### config.mk
export PLATFORM = sky130hd
export DESIGN_NAME = seq_data_streamer_flat
export DESIGN_NICKNAME = d
export VERILOG_FILES = /design/src/rtl/seq_stream_pkg.sv /design/src/rtl/seq_data_streamer_if.sv /design/src/rtl/seq_data_streamer.sv /design/src/flat_wrapper.sv
export SDC_FILE = /design/constraint.sdc
export NUM_CORES = 1
export LEC_CHECK = 0
export CORE_UTILIZATION = 30
export CTS_CLUSTER_SIZE = 20
export DETAILED_ROUTE_END_ITERATION = 12
export PLACE_DENSITY = 0.48
export RECOVER_POWER = 100
export SLEW_MARGIN = 15
export SYNTH_ARGS = -nofsm -noshare
export SYNTH_HDL_FRONTEND = slang
export SYNTH_SLANG_ARGS = --single-unit
### constraint.sdc
create_clock -name clock -period 9.77 [get_ports clock]
set_clock_uncertainty 0.1 [all_clocks]
set_input_delay 2.931 -clock clock [delete_from_list [all_inputs] [get_ports clock]]
set_output_delay 2.931 -clock clock [all_outputs]
set_load 0.01 [all_outputs]
### src/rtl/seq_stream_pkg.sv
// Shared FSM state type and default counter width for the data streamer.
// ST_GAP only exists when SEQ_STREAM_GAP_EN is defined.
package seq_stream_pkg;

    localparam int CNT_W_DEF = 32;

    typedef enum logic [2:0] {
        ST_IDLE,
        ST_LOAD,
        ST_FETCH,
        ST_SEND,
`ifdef SEQ_STREAM_GAP_EN
        ST_NEXT,
        ST_GAP
`else
        ST_NEXT
`endif
    } state_t;

endpackage

### src/rtl/seq_data_streamer_if.sv
// Valid/ready stream bundle carrying one data word plus a frame-last flag.
// The streamer drives it through the master modport.
interface seq_data_streamer_if #(
    parameter int DSIZE = 32
);
    logic [DSIZE-1:0] m_data;
    logic             m_valid;
    logic             m_last;
    logic             m_ready;

    modport master (
        output m_data,
        output m_valid,
        output m_last,
        input  m_ready
    );

    modport slave (
        input  m_data,
        input  m_valid,
        input  m_last,
        output m_ready
    );
endinterface

### src/rtl/seq_data_streamer.sv
// Plays total_length words from an upstream memory model onto a stream,
// framing with m_last. Optional inter-word gap under SEQ_STREAM_GAP_EN.
module seq_data_streamer
    import seq_stream_pkg::*;
#(
    parameter int DSIZE = 32,
    parameter int CNT_W = CNT_W_DEF
) (
    input  logic                clock,
    input  logic                rst,
    input  logic                start,
    input  logic [CNT_W-1:0]    total_length,
    input  logic [CNT_W-1:0]    frame_len,
`ifdef SEQ_STREAM_GAP_EN
    input  logic [15:0]         gap_cycles,
`endif
    output logic                src_load,
    output logic                src_next,
    input  logic [DSIZE-1:0]    src_data,
    seq_data_streamer_if.master m,
    output logic                busy,
    output logic                done
);

    state_t           state_q, state_d;
    logic [DSIZE-1:0] m_data_q, m_data_d;
    logic             m_valid_q, m_valid_d;
    logic             m_last_q, m_last_d;
    logic             src_load_q, src_load_d;
    logic             src_next_q, src_next_d;
    logic             busy_q, busy_d;
    logic             done_q, done_d;
    logic [CNT_W-1:0] total_q, total_d;
    logic [CNT_W-1:0] frame_q, frame_d;
    logic [CNT_W-1:0] word_cnt_q, word_cnt_d;
    logic [CNT_W-1:0] frame_cnt_q, frame_cnt_d;
`ifdef SEQ_STREAM_GAP_EN
    logic [15:0]      gap_q, gap_d;
    logic [15:0]      gap_cnt_q, gap_cnt_d;
`endif

    logic final_w;
    logic last_w;
    logic hs_w;

    // total_q >= 1 whenever these are evaluated, so no underflow
    assign final_w = (word_cnt_q == total_q - CNT_W'(1));
    assign last_w  = final_w ||
                     ((frame_q != '0) &&
                      (frame_cnt_q == frame_q - CNT_W'(1)));
    assign hs_w    = m_valid_q && m.m_ready;

    always_comb begin
        state_d     = state_q;
        m_data_d    = m_data_q;
        m_valid_d   = m_valid_q;
        m_last_d    = m_last_q;
        src_load_d  = 1'b0;
        src_next_d  = 1'b0;
        done_d      = 1'b0;
        total_d     = total_q;
        frame_d     = frame_q;
        word_cnt_d  = word_cnt_q;
        frame_cnt_d = frame_cnt_q;
`ifdef SEQ_STREAM_GAP_EN
        gap_d       = gap_q;
        gap_cnt_d   = gap_cnt_q;
`endif

        unique case (state_q)
            ST_IDLE: begin
                if (start) begin
                    if (total_length != '0) begin
                        total_d     = total_length;
                        frame_d     = frame_len;
                        word_cnt_d  = '0;
                        frame_cnt_d = '0;
`ifdef SEQ_STREAM_GAP_EN
                        gap_d       = gap_cycles;
                        gap_cnt_d   = '0;
`endif
                        src_load_d  = 1'b1;
                        state_d     = ST_LOAD;
                    end else begin
                        done_d = 1'b1;
                    end
                end
            end
            ST_LOAD: begin
                state_d = ST_FETCH;
            end
            ST_FETCH: begin
                m_data_d  = src_data;
                m_valid_d = 1'b1;
                m_last_d  = last_w;
                state_d   = ST_SEND;
            end
            ST_SEND: begin
                if (hs_w) begin
                    m_valid_d = 1'b0;
                    m_last_d  = 1'b0;
                    if (final_w) begin
                        done_d  = 1'b1;
                        state_d = ST_IDLE;
                    end else begin
                        word_cnt_d  = word_cnt_q + CNT_W'(1);
                        frame_cnt_d = m_last_q ? '0
                                    : frame_cnt_q + CNT_W'(1);
`ifdef SEQ_STREAM_GAP_EN
                        if (gap_q != '0) begin
                            gap_cnt_d = gap_q - 16'd1;
                            state_d   = ST_GAP;
                        end else begin
                            src_next_d = 1'b1;
                            state_d    = ST_NEXT;
                        end
`else
                        src_next_d = 1'b1;
                        state_d    = ST_NEXT;
`endif
                    end
                end
            end
            ST_NEXT: begin
                state_d = ST_FETCH;
            end
`ifdef SEQ_STREAM_GAP_EN
            ST_GAP: begin
                if (gap_cnt_q == '0) begin
                    src_next_d = 1'b1;
                    state_d    = ST_NEXT;
                end else begin
                    gap_cnt_d = gap_cnt_q - 16'd1;
                end
            end
`endif
            default: begin
                state_d = ST_IDLE;
            end
        endcase

        busy_d = (state_d != ST_IDLE);
    end

    always_ff @(posedge clock or posedge rst) begin
        if (rst) begin
            state_q     <= ST_IDLE;
            m_data_q    <= '0;
            m_valid_q   <= 1'b0;
            m_last_q    <= 1'b0;
            src_load_q  <= 1'b0;
            src_next_q  <= 1'b0;
            busy_q      <= 1'b0;
            done_q      <= 1'b0;
            total_q     <= '0;
            frame_q     <= '0;
            word_cnt_q  <= '0;
            frame_cnt_q <= '0;
`ifdef SEQ_STREAM_GAP_EN
            gap_q       <= '0;
            gap_cnt_q   <= '0;
`endif
        end else begin
            state_q     <= state_d;
            m_data_q    <= m_data_d;
            m_valid_q   <= m_valid_d;
            m_last_q    <= m_last_d;
            src_load_q  <= src_load_d;
            src_next_q  <= src_next_d;
            busy_q      <= busy_d;
            done_q      <= done_d;
            total_q     <= total_d;
            frame_q     <= frame_d;
            word_cnt_q  <= word_cnt_d;
            frame_cnt_q <= frame_cnt_d;
`ifdef SEQ_STREAM_GAP_EN
            gap_q       <= gap_d;
            gap_cnt_q   <= gap_cnt_d;
`endif
        end
    end

    assign m.m_data  = m_data_q;
    assign m.m_valid = m_valid_q;
    assign m.m_last  = m_last_q;
    assign src_load  = src_load_q;
    assign src_next  = src_next_q;
    assign busy      = busy_q;
    assign done      = done_q;

endmodule

### src/flat_wrapper.sv
// flat-port wrapper written by rule: the top's interface ports become plain ports
module seq_data_streamer_flat import seq_stream_pkg::*;
#(
    parameter int DSIZE = 32,
    parameter int CNT_W = CNT_W_DEF
)
  (clock, rst, start, total_length, frame_len, src_load, src_next, src_data, busy, done, m_m_data, m_m_valid, m_m_last, m_m_ready);
  seq_data_streamer_if #(.DSIZE(DSIZE)) m_i ();
  input  logic clock;
  input  logic rst;
  input  logic start;
  input  logic [CNT_W-1:0] total_length;
  input  logic [CNT_W-1:0] frame_len;
  output logic src_load;
  output logic src_next;
  input  logic [DSIZE-1:0] src_data;
  output logic busy;
  output logic done;
  output wire logic [$bits(m_i.m_data)-1:0] m_m_data;
  output wire logic [$bits(m_i.m_valid)-1:0] m_m_valid;
  output wire logic [$bits(m_i.m_last)-1:0] m_m_last;
  input wire logic [$bits(m_i.m_ready)-1:0] m_m_ready;
  assign m_m_data = m_i.m_data;
  assign m_m_valid = m_i.m_valid;
  assign m_m_last = m_i.m_last;
  assign m_i.m_ready = m_m_ready;
  seq_data_streamer #(.DSIZE(DSIZE), .CNT_W(CNT_W)) u_core (.clock(clock), .rst(rst), .start(start), .total_length(total_length), .frame_len(frame_len), .src_load(src_load), .src_next(src_next), .src_data(src_data), .m(m_i), .busy(busy), .done(done));
endmodule
# Yosys cells after proc, flatten, opt, wreduce, memory -nomap -nowiden
# Index checks and enable logic that the tools add are counted.
# totals
in_bits,100
out_inout_bits,38
elab_cells,67
reg_bits,169
# op_classes
mux,28
n_reduce_logical,13
addsub,4
eq_ne,10
# ops
cell,count
$mux 32,7
$pmux 32 s2,2
$add 32x1->32 const B,2
$eq 32x32->1,2
$reduce_bool 32->1,2
$sub 32x1->32 const B,2
$mux 3,4
$pmux 3 s4,1
$mux 1,11
$eq 3x2->1 const B,2
$pmux 1 s2,3
$reduce_and 5->1,1
$ne 2x1->1 const B,2
$ne 2x2->1 const B,2
$reduce_bool 2->1,2
$eq 3x1->1 const B,1
$eq 3x3->1 const B,1
$logic_not 3->1,1
$reduce_and 3->1,1
$reduce_bool 3->1,1
$logic_and 1x1->1,2
$reduce_and 2->1,1
$reduce_or 2->1,1
$logic_or 1x1->1,1

# Logic depth before layout (Yosys ltp)
# depth
depth_word,6
depth_mapped,15
ltp_nobuf,12

# Worst setup path after synthesis
# OpenSTA, ideal clock, no wires.
# synth_timing
path_type,in2reg
start,input port total_length[29]
end,register u_core.total_q[19]
setup_time_ps,65
cell_stages,12
required_ps,9605
path_slack_ps,4665
n_path_buf,5
arrival_time_ps,4940
cell_sequence,nor4_1 nand4_1 nor2_1 or2_2 clkbuf_1 inv_1 clkbuf_1 clkbuf_1 clkbuf_1 buf_1 nand2_1 nand2_1
# synth_between
elab_chain_cells,2
# synth_rtl
element,line,rtl
"start, declared",flat_wrapper.sv:12,input logic [CNT_W-1:0] total_length;
$reduce_bool 32->1,seq_data_streamer.sv:73,if (total_length != '0) begin
$reduce_and 3->1 (no source line),n/a,
"end signal, assigned",seq_data_streamer.sv:172,total_q <= total_d;
"end, declared",seq_data_streamer.sv:33,"logic [CNT_W-1:0] total_q, total_d;"
# Every way passes these cells.
# A chain may end at the register's enable or synchronous reset.

# Worst setup path after layout
# layout_timing
start,register u_core.total_q[0]
end,register u_core.word_cnt_q[18]
# layout_between
elab_chain_cells,4
# layout_rtl
element,line,rtl
$sub 32x1->32,seq_data_streamer.sv:47,assign final_w = (word_cnt_q == total_q - CNT_W'(1));
$eq 32x32->1,seq_data_streamer.sv:47,
$ne 2x2->1 (no source line),n/a,
$reduce_and 5->1 (no source line),n/a,
"end signal, assigned",seq_data_streamer.sv:174,word_cnt_q <= word_cnt_d;
"end, declared",seq_data_streamer.sv:35,"logic [CNT_W-1:0] word_cnt_q, word_cnt_d;"
# Every way passes these cells.

==> results_dict.tcl <==
set metrics [dict create \
    rows 66 \
    setup_ws_ns 2.07 \
    clock-sinks 169 \
    drtAntennaViolNets 0 \
    required_ns 9.92 \
    n_fill_cell 3390 \
    async_reset_ff_share_pct 100 \
    r2r_end "u_core.word_cnt_q[18]$_DFFE_PP0P_" \
    start_util_pct 30.6 \
    drtPass1Iterations 5 \
    place_congestion 0.801 \
    cp.arrival_ns 7.85 \
    grt_pass1_vias 8412 \
    port_buffers 137 \
    grt_overflow 0 \
    antenna_found_initial 2 \
    vias 8712 \
    cts_resized 0 \
    status "finished with violations" \
    hold_viol_final 0 \
    critPathLaunchType "flop" \
    cpMaxStageDelayCell "nor2_1" \
    dieArea_sq_mm 0.0340 \
    cts_setup_buffers 0 \
    synth_edf_count 0 \
    yosysTopAreaCellShare_pct 42.4 \
    numCtsBuffers 17 \
    end_kind "flop" \
    r2r-start "u_core.total_q[0]$_DFFE_PP0P_" \
    whs_ns 0.399 \
    grtUsageMet2_pct 26.4 \
    dp_hpwl_um 19500 \
    powerDensity_mw_per_mm2 257 \
    post-place-ws_ns 2.54 \
    failed_checks "capacitance limit, slew limit" \
    grt.busiest_layer "met2" \
    synth_nets 1243 \
    synth.largest_area_cell "dfrtp_1" \
    slew_viol_final 281 \
    io_pins 138 \
    netlist_top_cells_count "266 x nand2_1, 169 x dfrtp_1, 54 x xnor2_1" \
    synthDistinctLibCells 69 \
    use_met1_pct 24.1 \
    grtUsageMet3_pct 4.72 \
    syn-cell-area_sq_mm 0.00997 \
    synth.area.top_cells "dfrtp_1 42%, nand2_1 10%, xnor2_1 4.7%, mux2_2 4.0%, xor2_1 2.6%" \
    worst_slew_pin_slew_ns 2.83 \
    p_leak_nw 5.25 \
    cp_max_fo 51 \
    setup_viol_count_final 0 \
    drt-wirelength-per-cell_um 16.8 \
    reg2reg_depth 10 \
    path_clk_slew_ns 0.07 \
    cts_root_buffer "clkbuf_16" \
    clk_latency_ns 0.44 \
    worstSetupPathType "flop to flop" \
    hold_path.class "flop to flop" \
    fmax_mhz 130 \
    cap_viol_max_count 5 \
    rsz0062_at_grt "no" \
    hold_end "u_core.m.m_data[5]$_DFFE_PP0P_" \
    ys_warn_count 0 \
    synthCells 1139 \
    ys_seq_area_share_pct 42.4 \
    viasPerCell 5.15 \
    ys_seq_elements 169 \
    relSlewSlack_pct -89.9 \
    ir_drop_mv 0.139 \
    htreeDepth 4 \
    grt_max_degree 108 \
    holdBufCountCts 0 \
    area_growth_pct 23.1 \
    min-delay-start "u_core.m.m_data[5]$_DFFE_PP0P_" \
    yosysMostFrequentCell "nand2_1" \
    core-area_sq_mm 0.0326 \
    drt_iter0_markers 436 \
    hold_depth 1 \
    routed_wl_um 28500 \
    drive_above_1_share_pct 7.21 \
    synth_ff_type "dfrtp_1" \
    final_area_sq_mm 0.0123 \
    cts_max_path_buffers 2 \
    r2r_slack_ns 2.07 \
    die_w_um 184 \
    cts_tree "built" \
    placed_cell_area_sq_mm 0.0117 \
    fin_crit_sh_pct 78.8 \
    fin_nets 1339 \
    track_usage_pct 17.4 \
    synth.avg_cell_area_sq_um 8.75 \
    die_y_um 184 \
    drc_errors 0 \
    grt_pass1_wl_um 46300 \
    max_stage_delay_ns 1.43 \
    fin_crit_ns 7.70 \
    setup_tns_ns 0 \
    crit_chain "or4_1, nor4_1, nand2_1, o31a_1, a2111o_1, a211oi_1, a21o_1, inv_1, nor2_1, o41ai_1" \
]
==> critical path, delay by kind of cell (launching register included) <==
family	cells	cell delay, ns
simple gates	4	3.20
flops	1	0.42
compound gates	5	2.57
buf+inv	1	1.18
==> through the flow <==
step	cells	power (mW)	util, %
detailed placement	1657	2.51	35.8
global placement	1657	2.49	35.8
CTS	1689	3.23	37.6
global route	1692	3.40	37.6
floorplan	1139	2.04	-
finish	1692	3.15	37.6
==> cell type report <==
class	count	area, sq um	share of cell area, %
multi-input combinational	874	5330	43.4
sequential	169	4230	34.5
timing repair buffer	149	1470	12.0
tap	442	553	4.51
clock buffer	18	439	3.58
clock inverter	14	153	1.24
inverter	24	92.6	0.754
antenna	2	5.00	0.0408
==> metal layers <==
| layer | vias up | share of wire (%) |
|---|---|---|
| li1 | 4296 | - |
| met1 | 4199 | 48 |
| met2 | 194 | 45 |
| met3 | 23 | 5.6 |
| met4 | 0 | 1.3 |
| met5 | - | 0 |
==> flip-flops by register name, indices dropped and copies added, names as in the netlist <==
name	cells
u_core.m.m_data	32
u_core.done	1
u_core.m.m_last	1
u_core.frame_cnt_q	32
u_core.total_q	32
u_core.src_load	1
u_core.src_next	1
u_core.word_cnt_q	32
u_core.state_q	3
u_core.m.m_valid	1
u_core.frame_q	32
u_core.busy	1
==> cell families after synthesis <==
logic type / Yosys count / synth area share (%)
DFF: 169 / 42.4
xor gates and xnor gates: 84 / 7.38
AOI/OAI and AO/OA: 204 / 14.8
and+or+nand+nor: 540 / 26.2
muxes: 42 / 4.66
adders and majority gates: 4 / 0.502
buffers and inverters: 96 / 4.03
==> placed cells by master (no fill, tap or decap), drive strengths merged, types with 4 or more instances in the layout <==
cell type	n
and3	15
a211o	7
clkinv	4
nand4	24
nand2b	24
and4	12
buf	9
or2	6
inv	31
a211oi	9
clkdlybuf4s50	64
nor2b	6
mux2	35
ha	4
o211ai	13
nor2	46
dfrtp	169
mux2i	7
or3	6
xnor2	54
o41ai	11
a21oi	17
a31oi	11
o21ai	46
a21o	7
o311ai	12
nor3	30
a2111oi	5
o22ai	13
a22o	22
o2111ai	6
or4	18
nand2	266
xor2	30
nor4	39
nand3	35
dlygate4sd3	73
clkbuf	21
and2	5
==> how the worst max path moves through the flow <==
| stage | startpoint | endpoint | slack [ns] |
|---|---|---|---|
| after global routing | u_core.total_q[0]$_DFFE_PP0P_ | u_core.word_cnt_q[18]$_DFFE_PP0P_ | 1.58 |
| after global placement | total_length[24] | u_core.frame_cnt_q[30]$_DFFE_PP0P_ | 2.57 |
| after floorplan | rst | u_core.busy$_DFF_PP0_ | 2.16 |
| final | u_core.total_q[0]$_DFFE_PP0P_ | u_core.word_cnt_q[18]$_DFFE_PP0P_ | 2.07 |
| after CTS | total_length[24] | u_core.frame_cnt_q[30]$_DFFE_PP0P_ | 2.99 |
| after detailed placement | total_length[24] | u_core.frame_cnt_q[29]$_DFFE_PP0P_ | 2.54 |
==> power breakdown <==
part | switching (mW) | internal (mW) | total, mW
Sequential | 0.244 | 0.913 | 1.16
Clock | 0.328 | 0.371 | 0.699
Combinational | 0.709 | 0.586 | 1.29
(Power assumes the default switching activity.)
